<file path="src/rtl/pipeline_pkg.sv">
// Shared types and constants for the pipeline hazard/stall controller.
package pipeline_pkg;

  localparam int unsigned RF_SIZE = 5;

  typedef enum logic [1:0] {
    RUN   = 2'd0,
    DWAIT = 2'd1,
    DRAIN = 2'd2
  } ctrl_state_e;

  typedef struct packed {
    logic pc_we;
    logic stall_if;
    logic stall_id;
    logic stall_ex;
    logic flush_id;
    logic flush_ex;
    logic bubble_wb;
  } stage_ctrl_t;

  // Whole-pipe hold while data memory is outstanding.
  function automatic stage_ctrl_t freeze_ctrl();
    stage_ctrl_t c;
    c           = '0;
    c.stall_if  = 1'b1;
    c.stall_id  = 1'b1;
    c.stall_ex  = 1'b1;
    c.bubble_wb = 1'b1;
    return c;
  endfunction

endpackage

</file>
<file path="src/rtl/pipeline_ctrl_load_use_detect.sv">
// Load-use hazard term: ID reads a non-x0 register that the EX load will write.
module load_use_detect
  import pipeline_pkg::*;
(
  input  logic               EnMemR_ex,
  input  logic               EnRd_ex,
  input  logic [RF_SIZE-1:0] RdIdx_ex,
  input  logic [RF_SIZE-1:0] Rs1Idx_id,
  input  logic [RF_SIZE-1:0] Rs2Idx_id,
  output logic               lu_c
);

  logic rs1_hit;
  logic rs2_hit;

  assign rs1_hit = (Rs1Idx_id == RdIdx_ex) && (Rs1Idx_id != '0);
  assign rs2_hit = (Rs2Idx_id == RdIdx_ex) && (Rs2Idx_id != '0);
  assign lu_c    = EnMemR_ex && EnRd_ex && (RdIdx_ex != '0) && (rs1_hit || rs2_hit);

endmodule

</file>
<file path="src/rtl/pipeline_ctrl.sv">
// Stall/flush sequencer for the 5-stage pipeline with saturating hazard counters.
module pipeline_ctrl
  import pipeline_pkg::*;
#(
  parameter int unsigned CNT_W = 32
) (
  input  logic               clk,
  input  logic               rst,
  input  logic               EnMemR_ex,
  input  logic               EnRd_ex,
  input  logic [RF_SIZE-1:0] RdIdx_ex,
  input  logic [RF_SIZE-1:0] Rs1Idx_id,
  input  logic [RF_SIZE-1:0] Rs2Idx_id,
  input  logic               redirect_ex,
  input  logic               imem_busy,
  input  logic               imem_ready,
  input  logic               dmem_req_mem,
  input  logic               dmem_ready,
  output logic               pc_we,
  output logic               stall_if,
  output logic               stall_id,
  output logic               stall_ex,
  output logic               flush_id,
  output logic               flush_ex,
  output logic               bubble_wb,
  output logic [CNT_W-1:0]   lu_cnt,
  output logic [CNT_W-1:0]   dwait_cnt
);

  ctrl_state_e state_q, state_d;
  logic        drained_q, drained_d;
  logic [CNT_W-1:0] lu_q, dwait_q;

  logic        lu;
  logic        dfail;
  stage_ctrl_t run_ctrl;
  logic        run_lu;
  stage_ctrl_t ctrl;
  logic        lu_take;
  logic        freeze;

  load_use_detect u_lu (
    .EnMemR_ex (EnMemR_ex),
    .EnRd_ex   (EnRd_ex),
    .RdIdx_ex  (RdIdx_ex),
    .Rs1Idx_id (Rs1Idx_id),
    .Rs2Idx_id (Rs2Idx_id),
    .lu_c      (lu)
  );

  assign dfail = dmem_req_mem && !dmem_ready;

  // State register.
  always_ff @(posedge clk) begin
    if (rst) begin
      state_q   <= RUN;
      drained_q <= 1'b0;
    end else begin
      state_q   <= state_d;
      drained_q <= drained_d;
    end
  end

  // Next-state logic.
  always_comb begin
    state_d   = state_q;
    drained_d = drained_q;
    case (state_q)
      RUN: begin
        if (dfail) begin
          state_d = DWAIT;
        end else if (redirect_ex && imem_busy && !imem_ready) begin
          state_d = DRAIN;
        end
      end
      DWAIT: begin
        if (!dfail) begin
          state_d = RUN;
        end
      end
      DRAIN: begin
        if (dfail) begin
          drained_d = drained_q || imem_ready;
        end else if (drained_q || imem_ready) begin
          state_d   = RUN;
          drained_d = 1'b0;
        end
      end
      default: begin
        state_d   = RUN;
        drained_d = 1'b0;
      end
    endcase
  end

  // Unfrozen priority: redirect, then load-use, then fetch wait.
  always_comb begin
    run_ctrl = '0;
    run_lu   = 1'b0;
    if (redirect_ex) begin
      run_ctrl.flush_id = 1'b1;
      run_ctrl.flush_ex = 1'b1;
      run_ctrl.pc_we    = 1'b1;
    end else if (lu) begin
      run_ctrl.stall_if = 1'b1;
      run_ctrl.stall_id = 1'b1;
      run_ctrl.flush_ex = 1'b1;
      run_lu            = 1'b1;
    end else if (!imem_ready) begin
      run_ctrl.stall_if = 1'b1;
      run_ctrl.flush_id = 1'b1;
    end else begin
      run_ctrl.pc_we = 1'b1;
    end
  end

  // Output decode; a data-memory miss overrides everything but reset.
  always_comb begin
    ctrl    = '0;
    lu_take = 1'b0;
    freeze  = 1'b0;
    if (rst) begin
      ctrl.flush_id  = 1'b1;
      ctrl.flush_ex  = 1'b1;
      ctrl.bubble_wb = 1'b1;
    end else if (dfail) begin
      ctrl   = freeze_ctrl();
      freeze = 1'b1;
    end else if (state_q == DRAIN) begin
      ctrl.stall_if = 1'b1;
      ctrl.flush_id = 1'b1;
    end else begin
      ctrl    = run_ctrl;
      lu_take = run_lu;
    end
  end

  assign pc_we     = ctrl.pc_we;
  assign stall_if  = ctrl.stall_if;
  assign stall_id  = ctrl.stall_id;
  assign stall_ex  = ctrl.stall_ex;
  assign flush_id  = ctrl.flush_id;
  assign flush_ex  = ctrl.flush_ex;
  assign bubble_wb = ctrl.bubble_wb;

  // Saturating perf counters.
  always_ff @(posedge clk) begin
    if (rst) begin
      lu_q    <= '0;
      dwait_q <= '0;
    end else begin
      if (lu_take && !(&lu_q)) begin
        lu_q <= lu_q + CNT_W'(1);
      end
      if (freeze && !(&dwait_q)) begin
        dwait_q <= dwait_q + CNT_W'(1);
      end
    end
  end

  assign lu_cnt    = lu_q;
  assign dwait_cnt = dwait_q;

endmodule

</file>
<file path="config.mk">
export PLATFORM = sky130hd
export DESIGN_NAME = pipeline_ctrl
export DESIGN_NICKNAME = d
export VERILOG_FILES = /design/src/rtl/pipeline_pkg.sv /design/src/rtl/pipeline_ctrl_load_use_detect.sv /design/src/rtl/pipeline_ctrl.sv
export SDC_FILE = /design/constraint.sdc
export NUM_CORES = 1
export LEC_CHECK = 0
export ABC_AREA = 1
export BUFFER_PORTS_ARGS = -buffer_cell sky130_fd_sc_hd__buf_4
export CAP_MARGIN = 20
export CORE_MARGIN = 5
export CORE_UTILIZATION = 45
export DETAILED_ROUTE_END_ITERATION = 8
export GPL_TIMING_DRIVEN = 1
export PLACE_DENSITY = 0.68
export SYNTH_ARGS = -nofsm -noshare
export SYNTH_HDL_FRONTEND = slang
export SYNTH_SLANG_ARGS = --single-unit
</file>
<file path="constraint.sdc">
create_clock -name clk -period 2 [get_ports clk]
set_input_delay 0.4 -clock clk [delete_from_list [all_inputs] [get_ports clk]]
set_output_delay 0.4 -clock clk [all_outputs]
set_load 0.01 [all_outputs]
</file>
==> metrics, run 1 <==
antenna violations before repair=0; Placer Congestion=0.969; worst path cell trace=buf_8 > nor3_2 > nand3_1 > nand3_1 > inv_1 > nand2_2 > nand2_2 > nand2_2 > nor3b_4 > buf_6; Synth top cells by count=nand2_1 (228), nor2_1 (108), dfxtp_1 (67), inv_1 (67), a21oi_1 (50); Startpoint Class=primary input; worst-skew pair later-pin latency=roughly 340 ps; post-synth net total=about 740; Period minus WS final=~2000 ps; Final #Nets=~900; die height=~110 um; endpoints failing setup=0; Vias=roughly 5200; CP Data Required Time=1600 ps; grt ovf=0; GRT Max-Usage Layer=met2; # rows=36; wire length per cell=13.8 um; Gate Count Post-Synth=about 720; final hold violations=0; setup repair after global routing missed its margin=yes; GRT Total Usage=23.7%; cell mode on critical path=nand2_2; CP Capture Type=output pin; Worst VDD drop=0.000492 V; Area Overhead vs Synth=40.4%; final instance area=roughly 6100 sq um; core area=between 9000 and 10000 sq um; Fmax achieved=roughly 0.51 GHz; Initial Utilization=a little under half; P_leak=~2.6 nW; Ys Warns=0; Netlist cell types=34; first-pass iteration count of the detailed router=5; Max stage delay on crit path=210 ps; Slew Limit Fails=0; Yosys top cell area share=a little under a third; cts bufs inserted=9; Antenna diodes=0; Post-CTS Hold Fix Bufs=0; hold_ws=approximately 440 ps; Max Root-Sink Buffers=2; ranking of synthesized cells by area=dfxtp_1 (31%), nand2_1 (20%), nor2_1 (9.3%), inv_1 (5.8%), a21oi_1 (5.7%); Post-Synthesis Cell Area=between 4000 and 5000 sq um; clk_skew=around 8.3 ps; dpl cell area=5660 sq um; Top Ports=95; Detailed Route WL=approximately 14000 um; most frequent cell after synthesis=nand2_1; Tcrit/Tclk final=a little over nine tenths; CTS clk-pin slew, worst paths=70 ps; pwr dens=a little under 500 nW/um^2; Most used DFF post-synth=dfxtp_1; hold crit path type=primary input to register; CTS tree=yes; vias per inst=roughly 5.2; met3 GRT Util=under 10%; Final ANT Viol Nets=0; H-tree depth=3; Worst Path Max Fanout=4; vias in the first global route=around 4900; largest net degree at the start of global routing=46; Residual DRC=0; Slew @ Worst Pin=406 ps; IO buf count=94; clock sinks=67; first-pass GRT wire length=roughly 23000 um; arrival time worst endpoint=roughly 1600 ps; Slowest cell on crit path=nor3b_4; sequential area share after synthesis=between 30% and 40%; status=completed; met1 Resource Use GR=29.4%; critical path type=primary input to output pin; die area=approximately 12000 sq um; grt met2 use=about two fifths; max-cap violation count=0; layout cells sized above 1=between 20% and 30%; root buffer cell=clkbuf_8; die width=between 100 and 150 um; drt initial violations=roughly 310; reg2reg setup slack=about 80 ps; ys async rst share=0%; area leader, netlist=dfxtp_1; Max-slew headroom=between 70 and 80%; EDFF count, synth=0; Mean Syn Cell Area=a little over 6 sq um; Yosys reg bits=67; DP Wirelength=10400 um
==> layout by cell type (no fill, tap or decap), types with 13 or more instances in the layout <==
cell type	count
a21oi_1	50
nand4_1	29
inv_1	61
xor2_1	13
nand3_1	38
nor3_1	19
buf_4	150
nand2_1	219
nor2_1	97
nand2_2	14
nor2_2	16
dfxtp_1	66
==> metal layers <==
layer,vias to the layer above,part of all wire (%)
li1,2621,-
met5,-,0
met2,182,49
met1,2405,42
met3,31,5.8
met4,0,2.3
==> state kept, by name, indices dropped and copies added, names as in the netlist <==
signal and cells:
dwait_cnt 32, lu_cnt 32, state_q 2, drained_q 1
==> report_power, final <==
group	internal [mW]	switching, mW	leakage (nW)
combinational	0.119	0.145	1.93
sequential	1.34	0.00277	0.540
clock	0.826	0.563	0.119
total	2.28	0.710	2.59
==> stage by stage <==
stage               utilization, %  setup slack [ps]  instances  TNS [ps]  power [mW]
floorplan                        -               231        715         0        1.49
global placement              58.7              -106        988      -244        1.59
detailed placement            58.7              -134        988      -396        1.59
CTS                           61.5              14.9       1005         0        2.98
global route                  63.7             -66.3       1010      -197        3.10
finish                        63.7              45.6       1010         0        2.99
==> final cells by class <==
cell class	count	area (sq um)
clock inverters	7	116
repair buffers	165	1340
multi-input cells	557	2770
fillers	945	3500
clock buffers	9	124
well taps	133	166
flip-flops and latches	67	1340
inverters	72	278
==> cells by family after synthesis <==
| kind of cell | count (synthesis) | share of synthesized area, % |
|---|---|---|
| buf+inv | 92 | 8.96 |
| compound gates | 70 | 8.53 |
| xor+xnor | 20 | 4.01 |
| flops | 67 | 30.7 |
| fa+ha+maj | 2 | 0.572 |
| simple gates | 464 | 47.3 |
==> critical path, delay by kind of cell <==
family | cells | cell delay [ps]
and+or+nand+nor | 7 | 820
buffers and inverters | 3 | 330
==> path summary, 6_finish.rpt <==
| path | startpoint | to | depth (start not counted) |
|---|---|---|---|
| worst min-delay path | imem_ready | state_q[1]$_SDFFE_PP0P_ | 4 |
| worst min register to register | state_q[1]$_SDFFE_PP0P_ | state_q[0]$_SDFFE_PP0P_ | 1 |
| worst max register to register | dwait_cnt[0]$_SDFFE_PP0P_ | dwait_cnt[5]$_SDFFE_PP0P_ | 11 |
| worst max-delay path | RdIdx_ex[2] | pc_we | 10 |
==> what timing repair did <==
action / 4_1_cts / 5_1_grt
gates resized for setup: 5 / 54
pin swaps: 1 / 17
gates cloned: 0 / 2
setup endpoints to repair: 7 / 33
buffers inserted: 1 / 3
Note: power is estimated with default switching activity, not from simulation.
==> run 2: changes to the inputs <==
--- a/config.mk
+++ b/config.mk
@@ -12,7 +12,7 @@
 export CORE_UTILIZATION = 45
 export DETAILED_ROUTE_END_ITERATION = 8
 export GPL_TIMING_DRIVEN = 1
-export PLACE_DENSITY = 0.68
+export PLACE_DENSITY = 0.79
 export SYNTH_ARGS = -nofsm -noshare
 export SYNTH_HDL_FRONTEND = slang
 export SYNTH_SLANG_ARGS = --single-unit
==> constraint.sdc (replaced) <==
create_clock -name clk -period 1.9 [get_ports clk]
set_input_delay 0.38 -clock clk [delete_from_list [all_inputs] [get_ports clk]]
set_output_delay 0.38 -clock clk [all_outputs]
set_load 0.01 [all_outputs]
==> metrics, run 2 (same netlist as run 1, synthesis figures left out) <==
status=completed; antenna violations before repair=0 (unchanged); commonest non-fill, non-tap cell in the layout=nand2_1; first-pass GRT wire length=21400 um (-5.0%); Final #Nets=898 (unchanged); commonest cells after routing, fill and taps aside=nand2_1 (225), buf_4 (160), nor2_1 (99); final hold violations=0 (unchanged); CP Capture Type=output pin; CP delay by family, top=simple AND/OR/NAND/NOR gates; Slowest cell on crit path=a31oi_1; vias in the first global route=4592 (-6.4%); largest net degree at the start of global routing=28 (-39%); max-cap violation count=0 (unchanged); Gate power share=8.8% (about the same); pwr dens=459 nW/um^2 (-5.8%); core area=9640 sq um (unchanged); Non-Filler Instances=1010 (unchanged); first-pass iteration count of the detailed router=7 (+2); Vias=5098 (-2.7%); Initial Utilization=45.4% (unchanged); drt initial violations=332 (+6.4%); Worst path depth=11 (+1); Int Power=1.99 mW (-13%); P_leak=2.54 nW (-2.0%); # placed instances=990 (+0.20%); clk_skew=7.63 ps (-0.692 ps); dpl cell area=5660 sq um (about the same); Period minus WS final=~1800 ps; IO buf count=94 (unchanged); sequential power share=51.2% (+6.4 points); die width=109 um (unchanged); layout cells sized above 1=27.4% (-1.0 points); Antenna diodes=0 (unchanged); FF-to-FF path depth=12 (+1); Sw Pwr=764 uW (+7.5%); CTS clk-pin slew, worst paths=80 ps (about the same); CP Data Required Time=1520 ps (-80 ps); final setup margin=60.2 ps (+14.7 ps); Bufs and invs on worst path=4 (+1); Area Overhead vs Synth=37.3%; clock sinks=67 (unchanged); worst path cell trace=buf_4 > inv_1 > nand2_1 > nand2_1 > nor2_1 > nand3_1 > nand2_2 > nand3_2 > a31oi_1 > inv_1 > buf_6; arrival time worst endpoint=1460 ps (-90 ps); DP Wirelength=10200 um (-2.6%); Hold Crit Depth=4 (unchanged); GRT Total Usage=22.6% (-1.1 points); Top Ports=95 (unchanged); endpoints failing setup=0 (unchanged); DP Worst Slack=13.9 ps (+148 ps); worst-skew pair later-pin latency=350 ps (about the same); Slew @ Worst Pin=362 ps (-43.2 ps); grt ovf=0 (unchanged); Max stage delay on crit path=180 ps (-30 ps); Startpoint Class=primary input; Slew Limit Fails=0 (unchanged); hold_ws=367 ps (-68.9 ps); Placer Congestion=0.993 (+2.5%); hold crit path type=primary input to register; Final ANT Viol Nets=0 (unchanged); vias per inst=5.05 (-2.7%); CTS tree=yes; Tcrit/Tclk final=around 97%; Core Util, Final=62.3% (-1.4 points); Clock power frac=40.0% (-6.4 points); setup TNS=0 ps (unchanged); die area=11800 sq um (unchanged); Max-slew headroom=75.8% (+2.9 points); # rows=36 (unchanged); Worst VDD drop=0.000333 V (-32%); Detailed Route WL=13300 um (-4.5%); Max Root-Sink Buffers=2 (unchanged); critical path type=primary input to output pin; H-tree depth=3 (unchanged); Switching Fraction=27.7% (+4.0 points); die height=109 um (unchanged); Fmax achieved=0.544 GHz; final instance area=6000 sq um (-2.2%); cts bufs inserted=9 (unchanged); Residual DRC=0 (unchanged); root buffer cell=clkbuf_8; wire length per cell=13.2 um (-4.5%); Power Total=2.76 mW (-7.9%); Worst Path Max Fanout=4 (unchanged)
-- run 2: cell types whose count changed in the layout (fill, tap and decap cells not counted), moves of 2 or more --
| cell | previous run | this run |
|---|---|---|
| buf_4 | 150 | 160 |
| buf_6 | 9 | 2 |
| bufinv_16 | 3 | 0 |
| clkinvlp_4 | 1 | 4 |
| dfxtp_1 | 66 | 63 |
| dfxtp_2 | 1 | 4 |
| inv_1 | 61 | 64 |
| inv_4 | 3 | 0 |
| inv_6 | 0 | 3 |
| nand2_1 | 219 | 225 |
| nand2_2 | 14 | 8 |
| nor2_1 | 97 | 99 |
| nor2_2 | 16 | 12 |
-- run 2: final timing paths --
path                                   to  slack (ps)                     from
setup / recovery                 flush_id          60              RdIdx_ex[3]
hold / removal    state_q[1]$_SDFFE_PP0P_         370               imem_ready
setup reg to reg  lu_cnt[20]$_SDFFE_PP0P_         120  lu_cnt[12]$_SDFFE_PP0P_
hold reg to reg   state_q[0]$_SDFFE_PP0P_         450  state_q[1]$_SDFFE_PP0P_
-- run 2: worst reg2reg max path: cells and delay by family (launching register included) --
kind / cells / cell delay, ps
simple gates: 10 / 1050
flops: 1 / 410
buf+inv: 2 / 210
-- run 2: area by class of cell --
class                      count  area [sq um]
timing repair buffer         166          1300
fill                         916          3640
sequential                    67          1350
inverter                      72           275
tap                          133           166
clock buffer                   9           124
multi-input combinational    556          2730
clock inverter                 7          52.6
-- run 2: layer usage --
metal	GRT usage (%)	share of wire (%)
met1	29.3	43
met4	8.57	1.7
met5	0	0
met3	3.34	6.4
met2	37.7	49
-- run 2: power groups by stage --
stage	Clock (mW)	Combinational, mW	Sequential (mW)
5_1_grt	1.19	0.270	1.41
3_5_place_dp	0	0.223	1.44
3_3_place_gp	0	0.220	1.44
6_report	1.10	0.244	1.41
4_1_cts	1.13	0.224	1.41
2_1_floorplan	0	0.119	1.45
-- run 2: timing repair --
| item | in CTS | in global routing |
|---|---|---|
| hold buffers | 0 | 0 |
| pin swaps | 0 | 11 |
| gates cloned | 0 | 1 |
| buffers inserted | 0 | 3 |
| gates resized for setup | 1 | 39 |
| endpoints found under the setup margin | 2 | 50 |
